### src/rtl/stack_up_mgr_arbiter_if.sv
// Upstream stack-bus bundle: NUM_CH per-manager input ports, one system output port,
// per-channel enables and sticky protocol-error flags.
interface stack_up_mgr_arbiter_if #(
   parameter int NUM_CH = 4,
   parameter int CNTL_W = 2,
   parameter int TYPE_W = 2,
   parameter int DATA_W = 64,
   parameter int OOB_W  = 32
);
   localparam int CH_W = (NUM_CH > 1) ? $clog2(NUM_CH) : 1;

   logic [NUM_CH-1:0]        cfg__chan_enable;
   logic [NUM_CH-1:0]        pe__stu__valid;
   logic [NUM_CH*CNTL_W-1:0] pe__stu__cntl;
   logic [NUM_CH*TYPE_W-1:0] pe__stu__type;
   logic [NUM_CH*DATA_W-1:0] pe__stu__data;
   logic [NUM_CH*OOB_W-1:0]  pe__stu__oob_data;
   logic [NUM_CH-1:0]        stu__pe__ready;
   logic                     stu__sys__valid;
   logic [CNTL_W-1:0]        stu__sys__cntl;
   logic [TYPE_W-1:0]        stu__sys__type;
   logic [DATA_W-1:0]        stu__sys__data;
   logic [OOB_W-1:0]         stu__sys__oob_data;
   logic [CH_W-1:0]          stu__sys__chan_id;
   logic                     sys__stu__ready;
   logic [NUM_CH-1:0]        stu__sys__proto_err;

   modport master (
      output cfg__chan_enable, pe__stu__valid, pe__stu__cntl, pe__stu__type,
             pe__stu__data, pe__stu__oob_data, sys__stu__ready,
      input  stu__pe__ready, stu__sys__valid, stu__sys__cntl, stu__sys__type,
             stu__sys__data, stu__sys__oob_data, stu__sys__chan_id, stu__sys__proto_err
   );

   modport slave (
      input  cfg__chan_enable, pe__stu__valid, pe__stu__cntl, pe__stu__type,
             pe__stu__data, pe__stu__oob_data, sys__stu__ready,
      output stu__pe__ready, stu__sys__valid, stu__sys__cntl, stu__sys__type,
             stu__sys__data, stu__sys__oob_data, stu__sys__chan_id, stu__sys__proto_err
   );
endinterface

### src/rtl/stack_up_mgr_arbiter.sv
// Upstream concentrator: per-channel FIFOs feeding one output register through a
// packet-locked round-robin arbiter, with per-channel SOM/EOM protocol tracking.
module stack_up_mgr_arbiter #(
   parameter int NUM_CH     = 4,
   parameter int FIFO_DEPTH = 4,
   parameter int CNTL_W     = 2,
   parameter int TYPE_W     = 2,
   parameter int DATA_W     = 64,
   parameter int OOB_W      = 32
) (
   input logic                   clk,
   input logic                   reset_poweron,
   stack_up_mgr_arbiter_if.slave bus
);
   localparam int CH_W   = (NUM_CH > 1) ? $clog2(NUM_CH) : 1;
   localparam int AW     = $clog2(FIFO_DEPTH);
   localparam int CW     = AW + 1;
   localparam int BEAT_W = CNTL_W + TYPE_W + DATA_W + OOB_W;

   typedef enum logic {IDLE, PKT} state_t;

   function automatic logic is_som(input logic [CNTL_W-1:0] cntl);
      return cntl[0];
   endfunction

   function automatic logic is_last(input logic [CNTL_W-1:0] cntl);
      return cntl[1];
   endfunction

   function automatic logic proto_bad(input logic [CNTL_W-1:0] cntl, input logic in_pkt);
      return is_som(cntl) ? in_pkt : !in_pkt;
   endfunction

   function automatic logic next_in_pkt(input logic [CNTL_W-1:0] cntl, input logic in_pkt);
      if (is_som(cntl)) return !is_last(cntl);
      if (is_last(cntl)) return 1'b0;
      return in_pkt;
   endfunction

   logic [BEAT_W-1:0] mem [NUM_CH][FIFO_DEPTH];
   logic [AW-1:0]     wr_ptr [NUM_CH];
   logic [AW-1:0]     rd_ptr [NUM_CH];
   logic [CW-1:0]     count [NUM_CH];
   logic [CW-1:0]     count_next [NUM_CH];
   logic [BEAT_W-1:0] in_beat [NUM_CH];

   logic [NUM_CH-1:0] ready, in_pkt, proto_err, push, pop, empty;
   state_t            state;
   logic [CH_W-1:0]   grant, last_grant, sel, cand;
   logic              sel_found, can_load, pop_any;
   logic [BEAT_W-1:0] head;

   logic              vld_p1;
   logic [BEAT_W-1:0] beat_p1;
   logic [CH_W-1:0]   chan_p1;

   assign push     = bus.pe__stu__valid & ready;
   assign can_load = !vld_p1 || bus.sys__stu__ready;

   always_comb begin
      for (int i = 0; i < NUM_CH; i++) begin
         in_beat[i]    = {bus.pe__stu__cntl[i*CNTL_W +: CNTL_W],
                          bus.pe__stu__type[i*TYPE_W +: TYPE_W],
                          bus.pe__stu__data[i*DATA_W +: DATA_W],
                          bus.pe__stu__oob_data[i*OOB_W +: OOB_W]};
         empty[i]      = (count[i] == '0);
         count_next[i] = count[i] + CW'(push[i]) - CW'(pop[i]);
      end
   end

   // Arbitration: search from last_grant+1 in IDLE, stay locked on grant in PKT.
   always_comb begin
      sel       = grant;
      sel_found = 1'b0;
      cand      = '0;
      pop       = '0;
      if (state == IDLE) begin
         for (int k = 1; k <= NUM_CH; k++) begin
            cand = CH_W'((int'(last_grant) + k) % NUM_CH);
            if (!sel_found && !empty[cand] && bus.cfg__chan_enable[cand]) begin
               sel       = cand;
               sel_found = 1'b1;
            end
         end
         if (sel_found && can_load) pop[sel] = 1'b1;
      end else if (!empty[grant] && can_load) begin
         pop[grant] = 1'b1;
      end
      pop_any = |pop;
      head    = mem[sel][rd_ptr[sel]];
   end

   // Stage p0: input FIFOs, registered ready and protocol tracking
   always_ff @(posedge clk) begin
      for (int i = 0; i < NUM_CH; i++)
         if (push[i]) mem[i][wr_ptr[i]] <= in_beat[i];
   end

   always_ff @(posedge clk or posedge reset_poweron) begin
      if (reset_poweron) begin
         for (int i = 0; i < NUM_CH; i++) begin
            wr_ptr[i] <= '0;
            rd_ptr[i] <= '0;
            count[i]  <= '0;
         end
         ready     <= '0;
         in_pkt    <= '0;
         proto_err <= '0;
      end else begin
         for (int i = 0; i < NUM_CH; i++) begin
            if (push[i]) wr_ptr[i] <= wr_ptr[i] + 1'b1;
            if (pop[i])  rd_ptr[i] <= rd_ptr[i] + 1'b1;
            count[i] <= count_next[i];
            ready[i] <= (count_next[i] < CW'(FIFO_DEPTH));
            if (push[i]) begin
               in_pkt[i] <= next_in_pkt(in_beat[i][BEAT_W-1 -: CNTL_W], in_pkt[i]);
               if (proto_bad(in_beat[i][BEAT_W-1 -: CNTL_W], in_pkt[i]))
                  proto_err[i] <= 1'b1;
            end
         end
      end
   end

   // Stage p1: arbiter FSM and output register
   always_ff @(posedge clk or posedge reset_poweron) begin
      if (reset_poweron) begin
         state      <= IDLE;
         grant      <= '0;
         last_grant <= CH_W'(NUM_CH - 1);
         vld_p1     <= 1'b0;
         beat_p1    <= '0;
         chan_p1    <= '0;
      end else begin
         if (pop_any) begin
            vld_p1  <= 1'b1;
            beat_p1 <= head;
            chan_p1 <= sel;
         end else if (bus.sys__stu__ready) begin
            vld_p1 <= 1'b0;
         end
         case (state)
            IDLE: if (pop_any) begin
               grant      <= sel;
               last_grant <= sel;
               if (!is_last(head[BEAT_W-1 -: CNTL_W])) state <= PKT;
            end
            PKT: if (pop_any && is_last(head[BEAT_W-1 -: CNTL_W])) state <= IDLE;
            default: state <= IDLE;
         endcase
      end
   end

   assign bus.stu__pe__ready      = ready;
   assign bus.stu__sys__valid     = vld_p1;
   assign bus.stu__sys__cntl      = beat_p1[BEAT_W-1 -: CNTL_W];
   assign bus.stu__sys__type      = beat_p1[DATA_W+OOB_W +: TYPE_W];
   assign bus.stu__sys__data      = beat_p1[OOB_W +: DATA_W];
   assign bus.stu__sys__oob_data  = beat_p1[OOB_W-1:0];
   assign bus.stu__sys__chan_id   = chan_p1;
   assign bus.stu__sys__proto_err = proto_err;
endmodule
### src/flat_wrapper.sv
// flat-port wrapper written by rule: the top's interface ports become plain ports
module stack_up_mgr_arbiter_flat 
#(
   parameter int NUM_CH     = 4,
   parameter int FIFO_DEPTH = 4,
   parameter int CNTL_W     = 2,
   parameter int TYPE_W     = 2,
   parameter int DATA_W     = 64,
   parameter int OOB_W      = 32
)
  (clk, reset_poweron, bus_cfg__chan_enable, bus_pe__stu__valid, bus_pe__stu__cntl, bus_pe__stu__type, bus_pe__stu__data, bus_pe__stu__oob_data, bus_sys__stu__ready, bus_stu__pe__ready, bus_stu__sys__valid, bus_stu__sys__cntl, bus_stu__sys__type, bus_stu__sys__data, bus_stu__sys__oob_data, bus_stu__sys__chan_id, bus_stu__sys__proto_err);
  stack_up_mgr_arbiter_if #(.NUM_CH(NUM_CH), .CNTL_W(CNTL_W), .TYPE_W(TYPE_W), .DATA_W(DATA_W), .OOB_W(OOB_W)) bus_i ();
  input logic clk;
  input logic reset_poweron;
  input wire logic [$bits(bus_i.cfg__chan_enable)-1:0] bus_cfg__chan_enable;
  input wire logic [$bits(bus_i.pe__stu__valid)-1:0] bus_pe__stu__valid;
  input wire logic [$bits(bus_i.pe__stu__cntl)-1:0] bus_pe__stu__cntl;
  input wire logic [$bits(bus_i.pe__stu__type)-1:0] bus_pe__stu__type;
  input wire logic [$bits(bus_i.pe__stu__data)-1:0] bus_pe__stu__data;
  input wire logic [$bits(bus_i.pe__stu__oob_data)-1:0] bus_pe__stu__oob_data;
  input wire logic [$bits(bus_i.sys__stu__ready)-1:0] bus_sys__stu__ready;
  output wire logic [$bits(bus_i.stu__pe__ready)-1:0] bus_stu__pe__ready;
  output wire logic [$bits(bus_i.stu__sys__valid)-1:0] bus_stu__sys__valid;
  output wire logic [$bits(bus_i.stu__sys__cntl)-1:0] bus_stu__sys__cntl;
  output wire logic [$bits(bus_i.stu__sys__type)-1:0] bus_stu__sys__type;
  output wire logic [$bits(bus_i.stu__sys__data)-1:0] bus_stu__sys__data;
  output wire logic [$bits(bus_i.stu__sys__oob_data)-1:0] bus_stu__sys__oob_data;
  output wire logic [$bits(bus_i.stu__sys__chan_id)-1:0] bus_stu__sys__chan_id;
  output wire logic [$bits(bus_i.stu__sys__proto_err)-1:0] bus_stu__sys__proto_err;
  assign bus_i.cfg__chan_enable = bus_cfg__chan_enable;
  assign bus_i.pe__stu__valid = bus_pe__stu__valid;
  assign bus_i.pe__stu__cntl = bus_pe__stu__cntl;
  assign bus_i.pe__stu__type = bus_pe__stu__type;
  assign bus_i.pe__stu__data = bus_pe__stu__data;
  assign bus_i.pe__stu__oob_data = bus_pe__stu__oob_data;
  assign bus_i.sys__stu__ready = bus_sys__stu__ready;
  assign bus_stu__pe__ready = bus_i.stu__pe__ready;
  assign bus_stu__sys__valid = bus_i.stu__sys__valid;
  assign bus_stu__sys__cntl = bus_i.stu__sys__cntl;
  assign bus_stu__sys__type = bus_i.stu__sys__type;
  assign bus_stu__sys__data = bus_i.stu__sys__data;
  assign bus_stu__sys__oob_data = bus_i.stu__sys__oob_data;
  assign bus_stu__sys__chan_id = bus_i.stu__sys__chan_id;
  assign bus_stu__sys__proto_err = bus_i.stu__sys__proto_err;
  stack_up_mgr_arbiter #(.NUM_CH(NUM_CH), .FIFO_DEPTH(FIFO_DEPTH), .CNTL_W(CNTL_W), .TYPE_W(TYPE_W), .DATA_W(DATA_W), .OOB_W(OOB_W)) u_core (.clk(clk), .reset_poweron(reset_poweron), .bus(bus_i));
endmodule
### config.mk
export PLATFORM = sky130hd
export DESIGN_NAME = stack_up_mgr_arbiter_flat
export DESIGN_NICKNAME = d
export VERILOG_FILES = /design/src/rtl/stack_up_mgr_arbiter_if.sv /design/src/rtl/stack_up_mgr_arbiter.sv /design/src/flat_wrapper.sv
export SDC_FILE = /design/constraint.sdc
export NUM_CORES = 2
export LEC_CHECK = 0
export ABC_AREA = 1
export CELL_PAD_IN_SITES_DETAIL_PLACEMENT = 0
export CELL_PAD_IN_SITES_GLOBAL_PLACEMENT = 1
export CORE_UTILIZATION = 43
export DETAILED_ROUTE_END_ITERATION = 16
export DONT_BUFFER_PORTS = 1
export GPL_TIMING_DRIVEN = 0
export PLACE_DENSITY_LB_ADDON = 0.1
export SLEW_MARGIN = 30
export SYNTH_ARGS = -nofsm -noshare
export SYNTH_HDL_FRONTEND = slang
export SYNTH_SLANG_ARGS = --single-unit
### constraint.sdc
create_clock -name clk -period 6.4 [get_ports clk]
set_input_delay 0.32 -clock clk [delete_from_list [all_inputs] [get_ports clk]]
set_output_delay 0.32 -clock clk [all_outputs]
set_load 0.01 [all_outputs]
==> impl_metrics.yaml <==
clock_network:
  cts_root_buf: "clkbuf_16"
  cts_tree: "done"
  cts_sinks: 1748
  cts_resized: 0
  cts_made_buffers: 185
  cts_setup_buffers: 0
  htreeDepth: 4
  clockBufferDepth: 3
  path_clk_slew_ps: 60
  clock_latency_ps: 860
route:
  avgRoutedWirePerCell_um: 30.6
  drt-initial-drc-count: 6426
  ant_nets: 0
  routed_via_density: 5.66
  routed_wl_um: 288000
  drc_errors: 0
  vias: 53200
  drt_first_pass_iters: 8
global_route:
  grt_max_degree: 59
  grt_usage_pct: 33.8
  antenna_found_initial: 82
  grt.overflow.total: 0
  grt_pass1_vias: 51300
  grt_pass1_wl_um: 397000
synthesis:
  yosysTopAreaCellShare_pct: 66.8
  synth_seq_cells: 1748
  synth_warnings: 0
  synthCells: 6296
  yosys.cell_types.count: 34
  synthArstFlopShare_pct: 8.47
  synth_ff_type: "edfxtp_1"
  seq_area_frac_synth_pct: 71.9
  synthTopCellsByCount: "2,503 x nand2_1, 1,600 x edfxtp_1, 1,430 x nand3_1, 271 x buf_2, 146 x dfrtp_1"
  netlist_top_cells_area: "edfxtp_1 67%, nand2_1 13%, nand3_1 9.9%, dfrtp_1 5.1%, buf_2 1.9%"
  yosysMostFrequentCell: "nand2_1"
  synth-edff-count: 1600
  netlist_area_um2: 71900
  yosysTopAreaCell: "edfxtp_1"
  syn_nets: 6734
  postSynthAreaPerCell_um2: 11.4
floorplanning:
  ioPinCount: 522
  die_h_um: 411
  die_w_um: 411
  die_area_um2: 169000
  core_area_um2: 166000
  rows: 149
  initial_core_util_pct: 43.5
sta:
  hold_viol_final: 0
  grt_setup_unrepaired: "no"
  setup_tns_ps: 0
  clock.fmax_mhz: 228
  setup_viol: 0
  period_share_pct: 68.6
  tightest_slew_ps: 1030
  skew_ps: 38.2
  slew_headroom_pct: 31.6
  min_period_ps: 4390
  finalMaxSlewViolations: 0
placement:
  gp_congestion: 0.873
  place_area_um2: 78100
  numPortBuffers: 0
  hpwlAfterDp_um: 202000
layout:
  post-route-cell-area_um2: 88400
  nets: 7453
  fillCellCount: 14400
  area_delta_synth_final_pct: 22.9
  drive_gt1_share_pct: 11.1
min_path:
  min_path_type: "in -> reg"
setup_path:
  worstPathArrival_ps: 5180
  cp-start-kind: "flip-flop"
  regToRegSetupSlack_ps: 2010
  crit_type: "reg -> reg"
  cp-end-kind: "flip-flop"
  cp.required_ps: 7190
  critPathMaxFanout: 10
flow_run:
  cap_violations: 0
run_status:
  status: "finished clean"
[worst paths after layout]
check,startpoint,to,cells after the start
setup / recovery,u_core.last_grant[0]$_DFFE_PP1P_,u_core.beat_p1[74]$_DFFE_PP0N_,25
hold / removal,bus_pe__stu__valid[3],u_core.wr_ptr[0]$_DFFE_PP0P_,2
setup reg to reg,u_core.last_grant[0]$_DFFE_PP1P_,u_core.beat_p1[74]$_DFFE_PP0N_,25
hold reg to reg,u_core.rd_ptr[4]$_DFFE_PP0P_,u_core.rd_ptr[4]$_DFFE_PP0P_,1
max in group asynchronous,reset_poweron,u_core.beat_p1[38]$_DFFE_PP0N_,3
min in group asynchronous,reset_poweron,u_core.beat_p1[97]$_DFFE_PP0N_,3
[per-stage QoR]
step | util, % | worst slack (ps) | instances | hold WS (ps)
floorplan | - | 1040 | 6296 | 419
global placement | 45.1 | -5420 | 8485 | 419
detailed placement | 47.2 | 2090 | 8611 | 162
CTS | 53.3 | 2090 | 9357 | 13.5
global route | 53.3 | 1740 | 9382 | 54.8
finish | 53.4 | 2010 | 9415 | 47.3
[worst max-delay path, stage by stage, from the launching register on]
cell,delay (ps)
dfstp_2,520
buf_6,130
inv_2,40
buf_6,140
nand2_1,50
nand2_1,80
nor2_1,110
nand2_1,100
nand2_2,130
nor2_8,70
nand2_2,70
nand3_1,70
nand3_1,90
nand3_1,110
nand2_1,120
buf_2,420
buf_2,730
buf_2,450
nand2_1,80
nand3_1,80
nand2_1,60
nand2_1,60
nand3_1,200
nand2_1,260
nand2_1,70
nand2_1,60
[timing repair]
action,4_1_cts,5_1_grt
hold endpoints to repair,1760,0
hold buffers,406,0
setup endpoints to repair,0,0
[area by class of cell]
type                       instances  area, um^2  share of cell area [%]
timing repair buffer             532        7400                    8.37
buffer                           402        2240                    2.54
clock buffer                     252        5230                    5.92
clock inverter                    88         800                   0.905
inverter                          81         312                   0.352
tap                             2189        2740                    3.10
antenna                           58         145                   0.164
multi-input combinational       4065       17800                    20.1
sequential                      1748       51800                    58.6
[per-layer routing]
layer,up-vias,wire length (um),track usage [%]
met5,-,380,0
met4,62,9610,12.6
met3,559,29600,8.29
met2,2951,136000,54.3
met1,26300,113000,44.5
li1,23300,-,-
[layout by cell type (no fill, tap or decap), types with 8 or more instances in the layout]
master and n:
buf_12 8, buf_16 112, buf_2 270, buf_4 52, buf_6 26, bufinv_16 14
clkbuf_1 89, clkbuf_16 192, clkbuf_8 20, clkinv_1 33, clkinv_2 32, dfrtp_1 146
diode_2 58, dlygate4sd3_1 405, edfxtp_1 1600, ha_1 23, inv_1 72, inv_2 8
nand2_1 2503, nand2_2 10, nand3_1 1430, nor2_1 13, nor2_4 16, xor2_1 25
[flip-flops by register name (all words and copies together), names as in the netlist, named ones only]
| signal | flops |
|---|---|
| u_core.bus.stu__pe__ready | 4 |
| u_core.count | 12 |
| u_core.rd_ptr | 8 |
| u_core.wr_ptr | 8 |
| u_core.bus.stu__sys__valid | 1 |
| u_core.last_grant | 2 |
| u_core.in_pkt | 4 |
| u_core.grant | 2 |
| u_core.bus.stu__sys__chan_id | 2 |
| u_core.mem | 1600 |
| u_core.bus.stu__sys__proto_err | 4 |
| u_core.beat_p1 | 100 |
[cell families after synthesis]
family | count (synthesis) | share of synthesized area [%]
buf+inv | 483 | 3.53
flops | 1748 | 71.9
simple gates | 3988 | 23.5
fa+ha+maj | 27 | 0.511
compound gates | 25 | 0.249
xor+xnor | 25 | 0.304
Power is not shown: default switching activity piles up to over one toggle a cycle in this logic, so the estimate is an artifact.
